===== src/rtl/i2c_arb_pkg.sv =====
// Shared definitions for the I2C transaction arbiter: i2c_master command
// encodings, address R/W bit values and the transaction FSM states.
package i2c_arb_pkg;

    localparam logic [1:0] I2C_CMD_START = 2'b00;
    localparam logic [1:0] I2C_CMD_STOP  = 2'b01;
    localparam logic [1:0] I2C_CMD_WRITE = 2'b10;
    localparam logic [1:0] I2C_CMD_READ  = 2'b11;

    localparam logic ADDR_RD_BIT = 1'b1;
    localparam logic ADDR_WR_BIT = 1'b0;

    typedef enum logic [3:0] {
        ST_IDLE,
        ST_START,
        ST_ADDR_W,
        ST_REG,
        ST_RESTART,
        ST_ADDR_R,
        ST_READ,
        ST_WDATA,
        ST_STOP,
        ST_DONE
    } txn_state_t;

endpackage


===== src/rtl/i2c_txn_arbiter_rr.sv =====
// Combinational round-robin pick: first set req at or after rr_ptr,
// wrapping modulo N_REQ.
module rr_arbiter #(
    parameter int N_REQ = 3,
    parameter int IDX_W = $clog2(N_REQ)
) (
    input  logic [N_REQ-1:0] req,
    input  logic [IDX_W-1:0] rr_ptr,
    output logic             gnt_valid,
    output logic [IDX_W-1:0] gnt_idx
);

    localparam logic [IDX_W:0] N_VAL = (IDX_W + 1)'(N_REQ);

    logic [2*N_REQ-1:0] req_dbl;
    logic [N_REQ-1:0]   req_rot;
    logic [IDX_W-1:0]   offset;
    logic [IDX_W:0]     sum;

    // Rotating the doubled vector puts the rr_ptr requester at bit 0.
    assign req_dbl = {req, req};
    assign req_rot = N_REQ'(req_dbl >> rr_ptr);

    // NOTE: every output of a combinational block gets a default first, so no path can infer a latch.
    always_comb begin
        gnt_valid = 1'b0;
        offset    = '0;
        for (int i = N_REQ - 1; i >= 0; i--) begin
            if (req_rot[i]) begin
                gnt_valid = 1'b1;
                offset    = IDX_W'(i);
            end
        end
    end

    assign sum     = {1'b0, rr_ptr} + {1'b0, offset};
    assign gnt_idx = (sum >= N_VAL) ? IDX_W'(sum - N_VAL) : IDX_W'(sum);

endmodule


===== src/rtl/i2c_txn_arbiter.sv =====
// Round-robin arbiter sharing one i2c_master core between N_REQ requesters.
// Build macro I2C_TXN_ARBITER_RETRY_EN re-runs a NACKed transaction up to RETRIES times.
module i2c_txn_arbiter
    import i2c_arb_pkg::*;
#(
    parameter int N_REQ   = 3,
    parameter int RETRIES = 2
) (
    input  logic                       clk,
    input  logic                       rst,
    input  logic [N_REQ-1:0]           req,
    input  logic [N_REQ-1:0]           rw,
    input  logic [7*N_REQ-1:0]         dev_addr,
    input  logic [8*N_REQ-1:0]         reg_addr,
    input  logic [8*N_REQ-1:0]         wdata,
    output logic [N_REQ-1:0]           done,
    output logic [N_REQ-1:0]           nack,
    output logic [7:0]                 rdata,
    output logic                       busy,
    output logic [$clog2(N_REQ)-1:0]   grant_idx,
    output logic [1:0]                 cmd,
    output logic [7:0]                 data_in,
    output logic                       ack_in,
    output logic                       stb,
    input  logic [7:0]                 data_out,
    input  logic                       ack_out,
    input  logic                       ready
);

    localparam int IDX_W  = $clog2(N_REQ);
    localparam int RCNT_W = $clog2(RETRIES + 2);

`ifdef I2C_TXN_ARBITER_RETRY_EN
    localparam bit RETRY_EN = 1'b1;
`else
    localparam bit RETRY_EN = 1'b0;
`endif

    txn_state_t        state, state_d;
    logic [IDX_W-1:0]  rr_ptr, rr_ptr_d, grant_d, gnt_idx;
    logic              gnt_valid, grant_now;
    logic              lat_rw;
    logic [6:0]        lat_dev;
    logic [7:0]        lat_reg, lat_wdata;
    logic              nack_flag, nack_flag_d, chk_ack, chk_ack_d, nack_now;
    logic [RCNT_W-1:0] retry_cnt, retry_cnt_d;
    logic              busy_d, stb_d, ack_in_d, can_issue;
    logic [1:0]        cmd_d, norm_cmd;
    logic [7:0]        data_in_d, rdata_d, norm_data;
    txn_state_t        norm_next;
    logic [N_REQ-1:0]  grant_onehot;

    rr_arbiter #(.N_REQ(N_REQ), .IDX_W(IDX_W)) u_rr (
        .req       (req),
        .rr_ptr    (rr_ptr),
        .gnt_valid (gnt_valid),
        .gnt_idx   (gnt_idx)
    );

    assign grant_now = (state == ST_IDLE) && gnt_valid;
    assign can_issue = ready && !stb;
    // ack_out reflects the previous command; only address/register/data writes can NACK.
    assign nack_now  = chk_ack && ack_out;

    always_comb begin
        norm_cmd  = I2C_CMD_STOP;
        norm_data = 8'h00;
        norm_next = ST_DONE;
        case (state)
            ST_START:   begin norm_cmd = I2C_CMD_START; norm_next = ST_ADDR_W; end
            ST_RESTART: begin norm_cmd = I2C_CMD_START; norm_next = ST_ADDR_R; end
            ST_ADDR_W:  begin norm_cmd = I2C_CMD_WRITE; norm_data = {lat_dev, ADDR_WR_BIT}; norm_next = ST_REG; end
            ST_REG:     begin norm_cmd = I2C_CMD_WRITE; norm_data = lat_reg; norm_next = lat_rw ? ST_RESTART : ST_WDATA; end
            ST_WDATA:   begin norm_cmd = I2C_CMD_WRITE; norm_data = lat_wdata; norm_next = ST_STOP; end
            ST_ADDR_R:  begin norm_cmd = I2C_CMD_WRITE; norm_data = {lat_dev, ADDR_RD_BIT}; norm_next = ST_READ; end
            ST_READ:    begin norm_cmd = I2C_CMD_READ;  norm_next = ST_STOP; end
            default:    ;
        endcase
    end

    always_comb begin
        state_d     = state;
        rr_ptr_d    = rr_ptr;
        grant_d     = grant_idx;
        nack_flag_d = nack_flag;
        chk_ack_d   = chk_ack;
        retry_cnt_d = retry_cnt;
        busy_d      = busy;
        stb_d       = 1'b0;
        cmd_d       = cmd;
        data_in_d   = data_in;
        ack_in_d    = ack_in;
        rdata_d     = rdata;

        case (state)
            ST_IDLE: begin
                if (gnt_valid) begin
                    grant_d     = gnt_idx;
                    rr_ptr_d    = (gnt_idx == IDX_W'(N_REQ - 1)) ? '0 : gnt_idx + IDX_W'(1);
                    busy_d      = 1'b1;
                    nack_flag_d = 1'b0;
                    chk_ack_d   = 1'b0;
                    retry_cnt_d = RCNT_W'(RETRIES);
                    state_d     = ST_START;
                end
            end
            ST_DONE: begin
                busy_d  = 1'b0;
                state_d = ST_IDLE;
            end
            default: begin
                if (can_issue) begin
                    stb_d     = 1'b1;
                    chk_ack_d = 1'b0;
                    if (nack_now || state == ST_STOP) begin
                        cmd_d     = I2C_CMD_STOP;
                        data_in_d = 8'h00;
                        ack_in_d  = 1'b0;
                        // STOP is only reached from READ on the read path, so data_out is the read byte.
                        if (state == ST_STOP && lat_rw) rdata_d = data_out;
                        if (nack_now && RETRY_EN && retry_cnt != '0) begin
                            retry_cnt_d = retry_cnt - RCNT_W'(1);
                            state_d     = ST_START;
                        end else begin
                            nack_flag_d = nack_now;
                            state_d     = ST_DONE;
                        end
                    end else begin
                        cmd_d     = norm_cmd;
                        data_in_d = norm_data;
                        ack_in_d  = (norm_cmd == I2C_CMD_READ);
                        chk_ack_d = (norm_cmd == I2C_CMD_WRITE);
                        state_d   = norm_next;
                    end
                end
            end
        endcase
    end

    // NOTE: sequential state uses non-blocking assignments so every register samples pre-edge values.
    always_ff @(posedge clk) begin
        if (rst) begin
            state     <= ST_IDLE;
            rr_ptr    <= '0;
            grant_idx <= '0;
            nack_flag <= 1'b0;
            chk_ack   <= 1'b0;
            retry_cnt <= '0;
            busy      <= 1'b0;
            stb       <= 1'b0;
            cmd       <= 2'b00;
            data_in   <= 8'h00;
            ack_in    <= 1'b0;
            rdata     <= 8'h00;
        end else begin
            state     <= state_d;
            rr_ptr    <= rr_ptr_d;
            grant_idx <= grant_d;
            nack_flag <= nack_flag_d;
            chk_ack   <= chk_ack_d;
            retry_cnt <= retry_cnt_d;
            busy      <= busy_d;
            stb       <= stb_d;
            cmd       <= cmd_d;
            data_in   <= data_in_d;
            ack_in    <= ack_in_d;
            rdata     <= rdata_d;
        end
    end

    // NOTE: the latched transaction fields are loaded at every grant before use, so they need no reset.
    always_ff @(posedge clk) begin
        if (grant_now) begin
            lat_rw    <= rw[gnt_idx];
            lat_dev   <= 7'(dev_addr >> (7 * gnt_idx));
            lat_reg   <= 8'(reg_addr >> (8 * gnt_idx));
            lat_wdata <= 8'(wdata >> (8 * gnt_idx));
        end
    end

    assign grant_onehot = N_REQ'(1) << grant_idx;
    assign done = (state == ST_DONE) ? grant_onehot : '0;
    assign nack = (state == ST_DONE && nack_flag) ? grant_onehot : '0;

endmodule


===== config.mk =====
export PLATFORM = sky130hd
export DESIGN_NAME = i2c_txn_arbiter
export DESIGN_NICKNAME = d
export VERILOG_FILES = /design/src/rtl/i2c_arb_pkg.sv /design/src/rtl/i2c_txn_arbiter_rr.sv /design/src/rtl/i2c_txn_arbiter.sv
export SDC_FILE = /design/constraint.sdc
export NUM_CORES = 1
export LEC_CHECK = 0
export CAP_MARGIN = 20
export CORE_UTILIZATION = 39
export DETAILED_ROUTE_END_ITERATION = 6
export PLACE_DENSITY = 0.76
export SETUP_SLACK_MARGIN = 0.1
export SLEW_MARGIN = 20
export SYNTH_ARGS = -nofsm -noshare
export SYNTH_HDL_FRONTEND = slang
export SYNTH_SLANG_ARGS = --single-unit

===== constraint.sdc =====
create_clock -name clk -period 3.1 [get_ports clk]
set_clock_uncertainty 0.2 [all_clocks]
set_input_delay 0.31 -clock clk [delete_from_list [all_inputs] [get_ports clk]]
set_output_delay 0.31 -clock clk [all_outputs]
set_load 0.005 [all_outputs]

==> flow_summary.toml, run 1 <==
[floorplanning]
die_area_sq_um = 7789
die_h_um = 88.26
fp.dieW_um = 88.26
io_pins = 116
start_util = 0.4022
core_area_sq_um = 7214
std_cell_rows = 31

[setup_path]
crit_top_cell = "inv_2"
slowest_stage = "fa_1"
cp_max_fo = 7
required_ps = 2960
arrival_ps = 3070
slowest_delay_ps = 580
crit_chain = "nand2_4 -> o22ai_2 -> nor2_1 -> a21oi_1 -> ha_2 -> inv_2 -> fa_1 -> inv_2 -> ha_4 -> nand4b_1 -> o21ai_4 -> buf_12 -> mux2i_1 -> o2bb2ai_1"
start_kind = "flop"
crit_type = "reg2reg"
critPathCaptureType = "flop"

[yosys]
synth_simple_gate_area_frac = 0.1147
postSynth.asyncResetShare = 0
syn_area_per_cell_sq_um = 10.71
synth_seq_cells = 55
ys_types = 46
ys_seq_area_frac = 0.4623
yosys_most_used_dff = "dfxtp_1"
ys_warn_count = 0
synth_edf_count = 24
synth_top_family_by_area = "compound AO/OA/AOI/OAI gates"
synth_xor_area_frac = 0.003019
syn_inst = 271
synth-compound-area-share = 0.2281
synthAdderAreaFrac = 0.01552
synth_area_sq_um = 2902
muxShareOfSynthArea = 0.1414
syn_nets = 361

[global_routing]
grt-ovfl-total = 0
antenna_found_initial = 0
track_usage = 0.2063
grt_first_pass_wirelength_um = 12390
grt_max_degree = 25
grt_pass1_vias = 2729

[run]
drv_cap = 0

[timing]
fmax_mhz = 311.9
post-route-period-util = 1.034
setup_violations = 25
layout_min_cycle_time_ps = 3206
drv_slew = 0
rsz0062_at_grt = "yes"
slew_headroom = 0.4667
tns_ps = -1774
finalHoldViolCount = 0
tightest_slew_ps = 799.9
fin_ws_ps = -105.7

[status]
status = "finished, violations left"
failed_checks = "setup timing"

[clock_network]
cts.clk_slew.worst_paths_ps = 90
cts_hold_buf = 0
cts-root-buf = "clkbuf_8"
clockBufferDepth = 2
clkLatencyLatePin_ps = 310
clock-sinks = 55
cts_inserted_buffers = 5
cts_max_level = 2
tritoncts = "built"

[power]
power.total_mw = 4.083
p_leak_nw = 1.643
max-vdd-ir-drop_mv = 0.5654
p_per_area_nw_per_um2 = 891.9

[placement]
numPortBuffers = 115
gp_congestion = 0.8510
place_ws_ps = -543.1
placed_cell_area_sq_um = 4345
hpwl_um = 5816

[detailed_routing]
wl_per_cell_um = 15.39
drt_iter0_markers = 136
drt_first_pass_iters = 4
num_vias = 2679
routed_wl_um = 7788
drc = 0
vias_per_cell = 5.294
ant_nets = 0

[cells_and_area]
area_delta_synth_final_pct = 57.78
antenna_cells = 0
final-seq-area_sq_um = 1345
multiInputGateArea_sq_um = 1550
mostFrequentLayoutCells = "clkdlybuf4s50_1, mux2i_1, o2bb2ai_1, dfxtp_1"
final_cell_area_sq_um = 4578
drive_gt1_frac = 0.1474
final_common_cell = "clkdlybuf4s50_1"
fin_nets = 496
fillCellCount = 592

[hold_path]
hp-class = "reg2reg"
-- critical path, delay by kind of cell, from the launching register on --
kind	cells	cell delay [ps]
AO/OA/AOI/OAI	4	510
adder cells (fa/ha/maj)	3	930
buffers and inverters	3	280
flip-flops	1	420
multiplexers	1	230
AND/OR/NAND/NOR	3	370
-- cell usage after synthesis (all sizes together) (3+ instances only) --
library cell  instances  share of area
nor3                  6          0.010
dfxtp                31           0.21
o2bb2ai              31          0.094
clkbuf                6         0.0078
o21ai                 4         0.0082
mux2i                41           0.14
inv                   8          0.010
edfxtp               24           0.25
and2                  5          0.011
nand2                10          0.013
nand2b                3         0.0065
a21oi                16          0.028
nor2b                 4         0.0086
a22o                  7          0.021
or3                   3         0.0082
a211oi                5          0.013
buf                   9          0.017
nor2                 24          0.031
-- cell families after synthesis --
kind of cell / after synthesis
AO/OA/AOI/OAI: 82
AND/OR/NAND/NOR: 66
flip-flops: 55
multiplexers: 41
buffers and inverters: 23
adder cells (fa/ha/maj): 3
XOR/XNOR: 1
-- path summary, 6_finish.rpt --
kind / from / to / slack, ps / depth (start not counted)
worst max-delay path: rr_ptr[0] / lat_wdata[5] / -110 / 14
worst max register to register: rr_ptr[0] / lat_wdata[5] / -110 / 14
worst min register to register: data_in[1] / data_in[1] / 290 / 1
worst min-delay path: data_in[1] / data_in[1] / 290 / 1
-- area by class of cell --
| type | count | share of cell area |
|---|---|---|
| Inverter | 8 | 0.006559 |
| Multi-Input combinational cell | 193 | 0.3386 |
| Clock buffer | 7 | 0.01886 |
| Timing Repair Buffer | 143 | 0.3143 |
| Tap cell | 99 | 0.02706 |
| Clock inverter | 1 | 0.0008199 |
| Sequential cell | 55 | 0.2938 |
-- per-stage QoR --
step	instances	hold WS [ps]	utilization
after floorplan	271	209.4	-
after global placement	494	260.6	0.6023
after detailed placement	494	264.4	0.6023
after CTS	505	289.5	0.6278
after global routing	506	320.6	0.6346
final	506	289.4	0.6346
-- where the power goes --
group	internal [mW]	switching, mW	total, mW
combinational	1.26	1.16	2.42
sequential	1.14	0.119	1.26
clock	0.180	0.225	0.405
total	2.58	1.51	4.08
-- metal layers --
layer	GRT usage	wire length (um)	up-vias
met3	0.05690	502	12
met4	0.07185	119	0
met5	0	0	-
met1	0.2358	3100	1258
li1	-	-	1306
met2	0.3699	4064	103
-- timing repair --
| action | in CTS | in global routing |
|---|---|---|
| setup buffers | 2 | 1 |
| resized for setup | 19 | 11 |
| gates cloned | 1 | 0 |
| setup endpoints to repair | 26 | 26 |
| pin swaps | 26 | 6 |
No activity file was read; power rests on OpenSTA's default activity.
==> run 2: changes to the inputs <==
- CORE_MARGIN: unset -> 2
==> run 2 against run 1 <==
  * The flow still finishes with violations (setup timing)
  * Global-route usage down 2.0 points
  * Die area is 4.6% higher
  * Design area about the same
  * Combinational power is 5% higher
==> flow_summary.toml, run 2 (synthesis gave the netlist of run 1 again) <==
[run]
drv_cap = 0

[timing]
layout_min_cycle_time_ps = 3143
fin_ws_ps = -42.61
drv_slew = 0
fmax_mhz = 318.2
finalHoldViolCount = 0
rsz0062_at_grt = "yes"
setup_violations = 5
slew_headroom = 0.4637
holdWs_ps = 285.0
post-route-period-util = 1.014
tightest_slew_ps = 804.4

[clock_network]
clock-sinks = 55
clkLatencyLatePin_ps = 310
clockBufferDepth = 2
cts.clk_slew.worst_paths_ps = 100
tritoncts = "built"
cts_inserted_buffers = 5
cts_max_level = 2
cts-root-buf = "clkbuf_8"
cts_hold_buf = 0

[cells_and_area]
final-seq-area_sq_um = 1345
final_common_cell = "clkdlybuf4s50_1"
fin_nets = 495
multiInputGateArea_sq_um = 1565
fillCellCount = 564
mostFrequentLayoutCells = "clkdlybuf4s50_1, mux2i_1, o2bb2ai_1, dfxtp_1"
antenna_cells = 0
area_delta_synth_final_pct = 57.70
final_cell_area_sq_um = 4576
drive_gt1_frac = 0.1453

[detailed_routing]
wl_per_cell_um = 15.57
drt_first_pass_iters = 4
ant_nets = 0
routed_wl_um = 7862
drt_iter0_markers = 157
vias_per_cell = 5.275
num_vias = 2664
drc = 0

[power]
power.total_mw = 4.174
p_per_area_nw_per_um2 = 912.2
p_leak_nw = 1.620
max-vdd-ir-drop_mv = 0.6690

[floorplanning]
fp.dieW_um = 90.26
start_util = 0.4022
core_area_sq_um = 7214
die_area_sq_um = 8146
std_cell_rows = 31
die_h_um = 90.26
io_pins = 116

[placement]
numPortBuffers = 115
place_ws_ps = -612.8
placed_cell_area_sq_um = 4315
gp_congestion = 0.8409
hpwl_um = 5730

[setup_path]
crit_type = "reg2reg"
required_ps = 2950
arrival_ps = 2990
start_kind = "flop"
cp_max_fo = 8
critPathCaptureType = "flop"

[global_routing]
grt-ovfl-total = 0
antenna_found_initial = 0
grt_pass1_vias = 2689
grt_first_pass_wirelength_um = 12240
track_usage = 0.1863
grt_max_degree = 26

[hold_path]
hp-class = "reg2reg"

[status]
failed_checks = "setup timing"
status = "finished, violations left"
## run 2: final timing paths
| kind | startpoint | endpoint | slack, ps | depth (start not counted) |
|---|---|---|---|---|
| hold reg to reg | data_in[7] | data_in[7] | 290 | 1 |
| setup reg to reg | rr_ptr[0] | lat_dev[4] | -40 | 14 |
| hold / removal | data_in[7] | data_in[7] | 290 | 1 |
| setup / recovery | rr_ptr[0] | lat_dev[4] | -40 | 14 |
## run 2: cell type report
class                   instances  share of cell area
multi-input cells             193              0.3421
well taps                      99             0.02707
clock inverters                 1            0.001094
flip-flops and latches         55              0.2940
inverters                       8            0.006563
clock buffers                   7             0.01668
repair buffers                142              0.3126
## run 2: stage by stage
step	setup TNS (ps)	utilization	instances
5_1_grt	-3324	0.6342	505
6_report	-142.3	0.6342	505
4_1_cts	-264.4	0.6233	502
3_3_place_gp	-10390	0.5982	490
3_5_place_dp	-14310	0.5982	490
2_1_floorplan	0	-	271
## run 2: critical path, stage by stage, from the launching register on
cell and delay (ps):
dfxtp_4 400, nand2_2 60, o22ai_1 120, nor2_1 50, a21oi_1 120, ha_2 190
inv_2 30, fa_1 520, inv_2 60, ha_4 160, nand4b_1 250, o21ai_4 190
buf_12 190, mux2i_1 220, o2bb2ai_1 100
## run 2: where the power goes
part,internal [mW],switching [mW]
Sequential,1.14,0.112
Clock,0.159,0.222
Combinational,1.33,1.22
## run 2: timing repair
item / 4_1_cts / 5_1_grt
gates resized for setup: 16 / 10
setup buffers: 3 / 2
cloned: 1 / 2
pin swaps: 18 / 10
endpoints found under the setup margin: 26 / 25
## run 2: metal layers
metal,vias to the layer above,share of wire,GRT usage
li1,1301,-,-
met1,1231,0.40,0.2081
met2,112,0.50,0.3321
met3,20,0.074,0.05843
met4,0,0.029,0.06923
met5,-,0,0
==> run 3: changes to the inputs <==
- CAP_MARGIN: 20 -> 10
- CORE_ASPECT_RATIO: unset -> 1.75
- HOLD_SLACK_MARGIN: unset -> 0.02
==> run 3 against run 2 <==
  * Register-to-register slack got worse by 80 ps
  * Final cell count decreased by 1.6%
  * Highest routed layer unchanged
  * Clock-buffer cell count decreased by 2
  * Fmax decreased by 2.5%
  * Worst setup slack got worse by 80 ps
  * The flow still finishes with violations (setup timing)
  * Core utilization increased by 4.4 points
  * Wire length increased by 9.4%
  * Global-route usage increased by 2.5 points
  * Sequential share of layout area decreased by 1.9 points
  * Total power increased by 25%
  * Clock power increased by 69%
  * First-iteration DRC count increased by 2.5%
==> flow_summary.toml, run 3 (synthesis gave the netlist of run 1 again) <==
[floorplanning]
fp.dieW_um = 69.20
start_util = 0.4011
die_h_um = 118.1
core_area_sq_um = 7233
io_pins = 116
std_cell_rows = 41
die_area_sq_um = 8173

[cells_and_area]
antenna_cells = 0
mostFrequentLayoutCells = "clkdlybuf4s50_1, mux2i_1, dfxtp_1, nor2_1, edfxtp_1"
drive_gt1_frac = 0.1922
final_common_cell = "clkdlybuf4s50_1"
area_delta_synth_final_pct = 68.95
final_cell_area_sq_um = 4902
fin_nets = 500
stdcell_count = 497

[detailed_routing]
vias_per_cell = 5.521
drt_first_pass_iters = 4
ant_nets = 0
drt_iter0_markers = 161
num_vias = 2744
wl_per_cell_um = 17.30
drc = 0
routed_wl_um = 8598

[global_routing]
grt_pass1_vias = 2930
track_usage = 0.2116
antenna_found_initial = 0
grt_first_pass_wirelength_um = 13830
grt-ovfl-total = 0
grt_max_degree = 25

[placement]
numPortBuffers = 115
gp_congestion = 0.8705
placed_cell_area_sq_um = 4312
hpwl_um = 6002
dp_cells = 477

[clock_network]
cts_max_level = 2
cts_inserted_buffers = 5
clkLatencyLatePin_ps = 300
cts.clk_slew.worst_paths_ps = 70
cts_hold_buf = 0
clockBufferDepth = 2
clock-sinks = 55
cts-root-buf = "clkbuf_16"
tritoncts = "built"

[setup_path]
rr_endpoint = "lat_reg[4]"
cp_max_fo = 6
critPathCaptureType = "flop"
start_kind = "flop"
crit_type = "reg2reg"
crit_chain = "buf_4 -> a31oi_1 -> a21oi_1 -> ha_2 -> inv_2 -> fa_1 -> inv_2 -> ha_4 -> buf_6 -> nor3b_4 -> a2bb2oi_2 -> buf_4 -> o211a_4 -> buf_12 -> clkbuf_16 -> o2bb2ai_1"
startpoint = "rr_ptr[0]"
slowest_delay_ps = 520
regToRegSetupSlack_ps = -120
slowest_stage = "fa_1"
arrival_ps = 3170
worst_r2r_path_depth = 16
rr_startpoint = "rr_ptr[0]"
required_ps = 3050

[timing]
drv_slew = 0
rsz0062_at_grt = "yes"
fin_ws_ps = -122.5
slew_headroom = 0.4781
finalHoldViolCount = 0
tightest_slew_ps = 782.9
fmax_mhz = 310.3
layout_min_cycle_time_ps = 3222
setup_violations = 24
post-route-period-util = 1.040

[status]
failed_checks = "setup timing"
status = "finished, violations left"

[power]
p_leak_nw = 1.773
max-vdd-ir-drop_mv = 0.8507
power.total_mw = 5.207
p_per_area_nw_per_um2 = 1062

[hold_path]
hp-class = "reg2reg"
holdPathStages = 2
hold_end = "rdata[4]"
min_from = "rdata[4]"

[run]
drv_cap = 0
==> run 3: cell types whose count changed in the layout (fill, tap and decap cells not counted), moves of 2 or more <==
cell and change:
o2bb2ai_2 +13, o2bb2ai_1 -15, buf_12 +2, clkbuf_8 -5, clkbuf_16 +5, clkbuf_1 -2, mux2i_2 -2, mux2i_1 +2
buf_16 +3, o2bb2ai_4 +2
==> run 3: metal layers <==
layer  track usage  wire (um)  up-vias
li1              -          -     1317
met1        0.1945       2840     1290
met2        0.4255       4988      113
met3       0.04538        446       24
met4       0.09191        323        0
met5             0          0        -
==> run 3: area by class of cell <==
class,instances,area [sq um]
multi-input combinational,193,1675
clock buffer,5,125.1
inverter,8,30.03
tap,86,107.6
fill,562,2331
sequential,55,1346
timing repair buffer,147,1579
clock inverter,3,38.79
==> run 3: worst max-delay path, delay by kind of cell, from the launching register on <==
kind	cells	cell delay [ps]
flops	1	400
fa+ha+maj	3	880
simple gates	1	200
buf+inv	7	730
compound gates	5	660
==> run 3: report_power, final <==
group / switching, mW / total [mW] / leakage (nW) / internal, mW
clock network: 0.267 / 0.645 / 0.0812 / 0.378
logic: 1.47 / 3.32 / 1.20 / 1.85
registers: 0.105 / 1.24 / 0.495 / 1.14
total: 1.84 / 5.21 / 1.77 / 3.37
==> run 3: worst max path at each step <==
stage | to | slack (ps) | cells after the start
6_report | lat_reg[4] | -120 | 16
4_1_cts | lat_dev[1] | -70 | 16
5_1_grt | lat_wdata[7] | -290 | 17
3_3_place_gp | lat_reg[0] | -460 | 15
3_5_place_dp | lat_reg[0] | -560 | 16
2_1_floorplan | lat_dev[2] | 10 | 15
==> run 3: timing repair <==
action / CTS / global route
setup endpoints to repair: 27 / 26
pin swaps: 6 / 2
gates cloned: 4 / 1
hold endpoints to repair: 0 / 0
buffers inserted: 7 / 1
resized for setup: 37 / 10
==> run 3: per-stage QoR <==
step	worst slack, ps	util	hold WS [ps]	setup TNS [ps]
detailed placement	-557.0	0.5961	283.7	-13790
finish	-122.5	0.6777	297.8	-2072
CTS	-65.46	0.6675	302.1	-1141
global route	-285.7	0.6777	334.7	-6155
floorplan	13.86	-	209.4	0
global placement	-463.4	0.5961	273.3	-11330
